===== src/rtl/ren_wb_pkg.sv =====
// Shared definitions for the Wishbone job master: FSM state encoding and
// fixed bus constants used by the master and its helpers.
package ren_wb_pkg;

  typedef enum logic [2:0] {
    IDLE   = 3'd0,
    WFETCH = 3'd1,
    BUS    = 3'd2,
    RPUSH  = 3'd3,
    DONE   = 3'd4
  } state_e;

  // Byte distance between consecutive 32-bit words.
  localparam logic [31:0] WORD_STRIDE = 32'd4;
  // Every beat is a full-word access.
  localparam logic [3:0]  SEL_ALL     = 4'hF;

endpackage


===== src/rtl/ren_wb_timeout.sv =====
// Ack-timeout counter: counts cycles a beat waits for ack, flags expiry.
// Latency: expired is combinational from the current count and inc.
// Backpressure: none; clr has priority over inc.
module ren_wb_timeout #(
  parameter int TO_WIDTH = 8,
  parameter int TIMEOUT  = 200
) (
  input  logic clk,
  input  logic rst_n,
  input  logic clr,
  input  logic inc,
  output logic expired
);

  logic [TO_WIDTH-1:0] cnt;

  // Count stalled cycles; saturate so a stuck count never wraps back to zero.
  always_ff @(posedge clk or negedge rst_n) begin
    if (!rst_n) begin
      cnt <= '0;
    end else if (clr) begin
      cnt <= '0;
    end else if (inc && (cnt != '1)) begin
      cnt <= cnt + TO_WIDTH'(1);
    end
  end

  // Fires on the stalled cycle whose increment brings the count to TIMEOUT,
  // so strobe is held for exactly TIMEOUT unanswered cycles.
  assign expired = inc && (cnt == TO_WIDTH'(TIMEOUT - 1));

endmodule


===== src/rtl/ren_wb_master.sv =====
// Wishbone classic initiator running N-word write/read jobs from/to streams.
// Latency: job accept to first strobe 1 cycle (read) or 1 cycle after stream data (write).
// Backpressure: write stream stalls hold bus idle; read stream stalls hold the next beat.
module ren_wb_master
  import ren_wb_pkg::*;
#(
  parameter int LEN_WIDTH = 7,
  parameter int TO_WIDTH  = 8,
  parameter int TIMEOUT   = 200
) (
  input  logic                 wb_clk_i,
  input  logic                 wb_rst_ni,
  input  logic                 job_valid_i,
  output logic                 job_ready_o,
  input  logic                 job_we_i,
  input  logic [31:0]          job_base_i,
  input  logic [LEN_WIDTH-1:0] job_len_i,
  input  logic [31:0]          wr_data_i,
  input  logic                 wr_valid_i,
  output logic                 wr_ready_o,
  output logic [31:0]          rd_data_o,
  output logic                 rd_valid_o,
  input  logic                 rd_ready_i,
  output logic                 wbm_cyc_o,
  output logic                 wbm_stb_o,
  output logic                 wbm_we_o,
  output logic [3:0]           wbm_sel_o,
  output logic [31:0]          wbm_adr_o,
  output logic [31:0]          wbm_dat_o,
  input  logic [31:0]          wbm_dat_i,
  input  logic                 wbm_ack_i,
  output logic                 busy_o,
  output logic                 done_o,
  output logic                 err_o
);

  state_e               state_q, state_d;
  logic [LEN_WIDTH-1:0] rem_q;
  logic                 we_q;
  logic [31:0]          adr_q, dat_q, rd_dat_q;
  logic                 cyc_q, bus_we_q, done_q, busy_q, err_q;
  logic [3:0]           sel_q;
  logic                 job_acc, wr_take, rd_take, beat_ack, enter_bus;
  logic                 to_clr, to_inc, to_expired;

  // Stream handshakes are decoded straight from state.
  assign job_ready_o = (state_q == IDLE);
  assign wr_ready_o  = (state_q == WFETCH);
  assign rd_valid_o  = (state_q == RPUSH);

  assign job_acc   = job_valid_i && job_ready_o;
  assign wr_take   = wr_valid_i && wr_ready_o;
  assign rd_take   = rd_ready_i && rd_valid_o;
  // Ack only counts while a beat is actually on the bus.
  assign beat_ack  = (state_q == BUS) && wbm_ack_i;
  assign enter_bus = (state_d == BUS);

  // Timer runs only inside a beat; any other state clears it for the next one.
  assign to_clr = (state_q != BUS);
  assign to_inc = (state_q == BUS) && !wbm_ack_i;

  ren_wb_timeout #(
    .TO_WIDTH (TO_WIDTH),
    .TIMEOUT  (TIMEOUT)
  ) u_timeout (
    .clk     (wb_clk_i),
    .rst_n   (wb_rst_ni),
    .clr     (to_clr),
    .inc     (to_inc),
    .expired (to_expired)
  );

  // State register.
  always_ff @(posedge wb_clk_i or negedge wb_rst_ni) begin
    if (!wb_rst_ni) state_q <= IDLE;
    else            state_q <= state_d;
  end

  // Next-state decode; ack wins over a timeout landing in the same cycle.
  always_comb begin
    state_d = state_q;
    unique case (state_q)
      IDLE: begin
        if (job_acc) begin
          if (job_len_i == '0) state_d = DONE;
          else if (job_we_i)   state_d = WFETCH;
          else                 state_d = BUS;
        end
      end
      WFETCH: begin
        if (wr_take) state_d = BUS;
      end
      BUS: begin
        if (wbm_ack_i) begin
          if (!we_q)                          state_d = RPUSH;
          else if (rem_q == LEN_WIDTH'(1))    state_d = DONE;
          else                                state_d = WFETCH;
        end else if (to_expired) begin
          state_d = DONE;
        end
      end
      RPUSH: begin
        if (rd_take) state_d = (rem_q == '0) ? DONE : BUS;
      end
      DONE:    state_d = IDLE;
      default: state_d = IDLE;
    endcase
  end

  // Registered bus/status outputs and job datapath (address, count, data).
  always_ff @(posedge wb_clk_i or negedge wb_rst_ni) begin
    if (!wb_rst_ni) begin
      cyc_q    <= 1'b0;
      sel_q    <= 4'h0;
      bus_we_q <= 1'b0;
      done_q   <= 1'b0;
      busy_q   <= 1'b0;
      err_q    <= 1'b0;
      we_q     <= 1'b0;
      rem_q    <= '0;
      adr_q    <= '0;
      dat_q    <= '0;
      rd_dat_q <= '0;
    end else begin
      // Strobe is set only on BUS entry, so it always drops for a cycle after an ack.
      cyc_q    <= enter_bus;
      sel_q    <= enter_bus ? SEL_ALL : 4'h0;
      bus_we_q <= enter_bus && (job_acc ? job_we_i : we_q);
      done_q   <= (state_d == DONE);
      busy_q   <= (state_d != IDLE);
      if (job_acc) begin
        adr_q <= job_base_i & ~32'h3;
        rem_q <= job_len_i;
        we_q  <= job_we_i;
        err_q <= 1'b0;
      end
      if (wr_take) dat_q <= wr_data_i;
      if (beat_ack) begin
        adr_q <= adr_q + WORD_STRIDE;
        rem_q <= rem_q - LEN_WIDTH'(1);
        if (!we_q) rd_dat_q <= wbm_dat_i;
      end else if (to_expired) begin
        err_q <= 1'b1;
      end
    end
  end

  assign wbm_cyc_o = cyc_q;
  assign wbm_stb_o = cyc_q;
  assign wbm_we_o  = bus_we_q;
  assign wbm_sel_o = sel_q;
  assign wbm_adr_o = adr_q;
  assign wbm_dat_o = dat_q;
  assign rd_data_o = rd_dat_q;
  assign busy_o    = busy_q;
  assign done_o    = done_q;
  assign err_o     = err_q;

endmodule

===== config.mk =====
export PLATFORM = sky130hd
export DESIGN_NAME = ren_wb_master
export DESIGN_NICKNAME = d
export VERILOG_FILES = /design/src/rtl/ren_wb_pkg.sv /design/src/rtl/ren_wb_timeout.sv /design/src/rtl/ren_wb_master.sv
export SDC_FILE = /design/constraint.sdc
export NUM_CORES = 1
export LEC_CHECK = 0
export BUFFER_PORTS_ARGS = -buffer_cell sky130_fd_sc_hd__buf_2
export CAP_MARGIN = 30
export CORE_AREA = 2 2 109 111
export CTS_BUF_LIST = sky130_fd_sc_hd__clkbuf_2 sky130_fd_sc_hd__clkbuf_4 sky130_fd_sc_hd__clkbuf_8
export DETAILED_ROUTE_END_ITERATION = 8
export DIE_AREA = 0 0 111 113
export PLACE_DENSITY_LB_ADDON = 0.3
export SLEW_MARGIN = 0
export SYNTH_ARGS = -nofsm -noshare
export SYNTH_HDL_FRONTEND = slang
export SYNTH_SLANG_ARGS = --single-unit

===== constraint.sdc =====
create_clock -name wb_clk_i -period 2.3 [get_ports wb_clk_i]
set_input_delay 0.115 -clock wb_clk_i [delete_from_list [all_inputs] [get_ports wb_clk_i]]
set_output_delay 0.115 -clock wb_clk_i [all_outputs]
set_load 0.02 [all_outputs]

==> results.py <==
metrics = {
    "run": {
        "drv_cap": 0,
    },
    "critical_path": {
        "path_max_fanout": 4,
        "critPathLaunchType": "register",
        "cp_slowest_cell": "nor3b_1",
        "path_class": "reg -> reg",
        "worstPathCellList": "inv_1 > ha_1 > nor3b_1 > a32oi_1 > o211ai_1 > or2_1 > nor3b_2",
        "rr_worst_depth": 7,
        "r2r_start": "rem_q[0]$_DFFE_PN0P_",
        "reg2reg_to": "wbm_we_o$_DFF_PN0_",
        "cp_slowest_stage_delay_ns": 0.45,
        "endpoint_kind": "register",
        "ff2ff_setup_slack_ns": 0.29,
        "worstPathArrival_ns": 2.33,
        "cp.required_ns": 2.62,
    },
    "logic_synthesis": {
        "ys.flop_type": "dfrtp_1",
        "syn_area_mm2": 0.00555,
        "async_reset_ff_share_pct": 100,
        "synth_top_area_share_pct": 53.2,
        "avgSynthCellArea_um2": 11.2,
        "ys_ff_latch": 118,
        "ys_types": 63,
        "synth_edf_count": 0,
        "yosysTopAreaCell": "dfrtp_1",
        "synthCells": 494,
        "synth.area.top_cells": "dfrtp_1, mux2_2, nand2_1",
        "seq_area_frac_synth_pct": 53.2,
        "synth_warnings": 0,
    },
    "sta": {
        "fmax_mhz": 497,
        "fin_tns_setup_ns": 0,
        "worst_pin_slew_ns": 0.659,
        "setup_viol": 0,
        "hold_viol_final": 0,
        "layout_min_cycle_time_ns": 2.01,
        "slew_headroom_pct": 56.1,
        "worst_slack_ns": 0.286,
        "slew_violations": 0,
        "rsz0062_at_grt": "no",
        "fin_crit_sh_pct": 87.6,
        "fin_skew_ns": 0.00731,
    },
    "global_route": {
        "met2_usage_pct": 48.9,
        "grt-ovfl-total": 0,
        "grt_use_total_pct": 28.2,
        "top_usage_layer": "met2",
        "antenna_found_initial": 1,
        "grt_max_degree": 119,
        "grtUsageMet1_pct": 33.3,
        "grt_pass1_vias": 5532,
        "met3_usage_pct": 7.12,
        "grt_pass1_wl_mm": 28.0,
    },
    "finish": {
        "fin_nets": 923,
        "final_common_cell": "buf_2",
        "final_cell_area_mm2": 0.00817,
        "syn2layout_area_growth_pct": 47.3,
        "fillers": 780,
        "drive_above_1_share_pct": 41.7,
        "final_cell_mix": "buf_2, dfrtp_1, dlygate4sd3_1",
        "fin_cells": 964,
    },
    "power": {
        "worst_ir_drop_vdd_mv": 0.993,
        "power_density_mw_per_mm2": 1310,
        "leakage_uw": 0.00377,
    },
    "die": {
        "die_width_um": 111,
        "initial_core_util_pct": 49.2,
        "placementRows": 39,
        "core_mm2": 0.0113,
        "io_pins": 219,
        "die_h_um": 113,
        "dieArea_mm2": 0.0125,
    },
    "min_path": {
        "holdPathEnd": "wbm_adr_o[24]$_DFFE_PN0P_",
        "hold_path.class": "in -> reg",
        "min_from": "job_base_i[24]",
        "hold_path_depth": 3,
    },
    "drt": {
        "drcViolationCount": 0,
        "routed_wl_mm": 17.2,
        "routedWlPerCell_um": 17.9,
        "drt_pass1_iterations": 5,
        "drt_iter0_drc": 251,
        "ant_nets": 0,
        "viasPerCell": 5.53,
        "vias": 5331,
    },
    "placed_design": {
        "gp_congestion": 0.848,
        "place_ws_ns": 0.245,
        "numPortBuffers": 214,
        "dpl.cell_count": 834,
        "dp.final_hpwl_mm": 10.8,
        "dpl-instance-area_mm2": 0.00676,
    },
    "cts": {
        "cts_tree": "built",
        "htree_levels": 4,
        "clk_pin_slew_ns": 0.07,
        "cts-root-buf": "clkbuf_8",
        "clk_latency_ns": 0.43,
        "numCtsBuffers": 17,
        "clock-sinks": 118,
        "clk_path_buf_depth": 2,
        "cts_setup_buffers": 0,
    },
    "status": {
        "status": "finished, final reports clean",
    },
}
-- area by class of cell --
| type | instances | area (um2) | share of cell area [%] |
|---|---|---|---|
| multi-input combinational | 337 | 2400 | 29.4 |
| tap | 143 | 179 | 2.19 |
| clock buffer | 19 | 255 | 3.12 |
| timing repair buffer | 327 | 2190 | 26.9 |
| antenna | 1 | 2.50 | 0.0306 |
| sequential | 118 | 2950 | 36.1 |
| clock inverter | 11 | 158 | 1.93 |
| inverter | 8 | 30.0 | 0.368 |
-- critical path, delay by kind of cell (launching register included) --
family	cells	cell delay (ns)
and+or+nand+nor	3	0.68
AOI/OAI and AO/OA	2	0.50
DFF	1	0.39
adders and majority gates	1	0.20
buffers and inverters	1	0.13
-- cells by family after synthesis --
family | Yosys count | share of synthesized area, %
simple gates | 178 | 17.2
flops | 118 | 53.2
compound gates | 84 | 10.8
mux | 67 | 13.5
buf+inv | 40 | 3.86
fa+ha+maj | 4 | 0.903
xor+xnor | 2 | 0.316
other cells | 1 | 0.0676
-- synth_stat cells (3+ instances only) --
cell type	n
a211oi_1	12
a21oi_1	12
a311oi_1	9
a31oi_1	3
and2_1	5
and3_1	5
buf_2	12
buf_4	9
clkbuf_1	8
dfrtp_1	118
ha_1	4
inv_1	8
mux2_2	64
mux2i_1	3
nand2_1	44
nand3_1	23
nand3b_1	3
nand4_1	11
nor2_1	39
nor3_1	19
nor3b_1	3
nor4_1	3
o211ai_1	10
o21a_1	3
o21ai_0	9
o22ai_1	5
o311ai_0	3
-- power by group --
group / leakage, uW / internal [uW] / switching [uW] / total, uW
clock: 0.000214 / 1200 / 795 / 1990
combinational: 0.00214 / 2000 / 2850 / 4850
sequential: 0.00142 / 3030 / 862 / 3900
-- per-layer routing --
| layer | vias to the layer above | routed length (um) |
|---|---|---|
| met3 | 51 | 1160 |
| met1 | 2569 | 6610 |
| li1 | 2454 | - |
| met4 | 0 | 594 |
| met5 | - | 0 |
| met2 | 257 | 8840 |
-- worst max-delay path by stage --
| stage | to | slack (ns) | from | cells after the start |
|---|---|---|---|---|
| 6_report | wbm_we_o$_DFF_PN0_ | 0.29 | rem_q[0]$_DFFE_PN0P_ | 7 |
| 5_1_grt | wbm_sel_o[2]$_DFF_PN0_ | 0.08 | rem_q[0]$_DFFE_PN0P_ | 7 |
| 4_1_cts | wbm_adr_o[21]$_DFFE_PN0P_ | 0.23 | state_q[1]$_DFF_PN0_ | 5 |
| 3_5_place_dp | wbm_adr_o[15]$_DFFE_PN0P_ | 0.24 | state_q[1]$_DFF_PN0_ | 5 |
| 3_3_place_gp | wbm_adr_o[15]$_DFFE_PN0P_ | 0.29 | state_q[1]$_DFF_PN0_ | 5 |
| 2_1_floorplan | wbm_dat_o[10]$_DFFE_PN0P_ | 0.21 | state_q[1]$_DFF_PN0_ | 6 |
-- per-stage QoR --
step	hold WS (ns)	utilization (%)	power, uW
floorplan	-0.181	-	6890
global placement	0.252	60.0	8350
detailed placement	0.261	60.0	8520
CTS	0.0120	72.4	10700
global route	0.0382	72.5	11400
finish	0.0427	72.5	10700
-- repair_timing --
item                                    CTS  global route
hold buffers                             99             0
hold endpoints to repair                216             0
resized for setup                         0             1
endpoints found under the setup margin    0             3
-- sequential cells by signal, indices dropped and copies added, names as in the netlist --
register,flops
wbm_adr_o,30
busy_o,1
wbm_dat_o,32
err_o,1
state_q,3
we_q,1
rem_q,7
wbm_we_o,1
u_timeout.cnt,8
wbm_sel_o,1
done_o,1
rd_data_o,32
(Power assumes the default switching activity.)
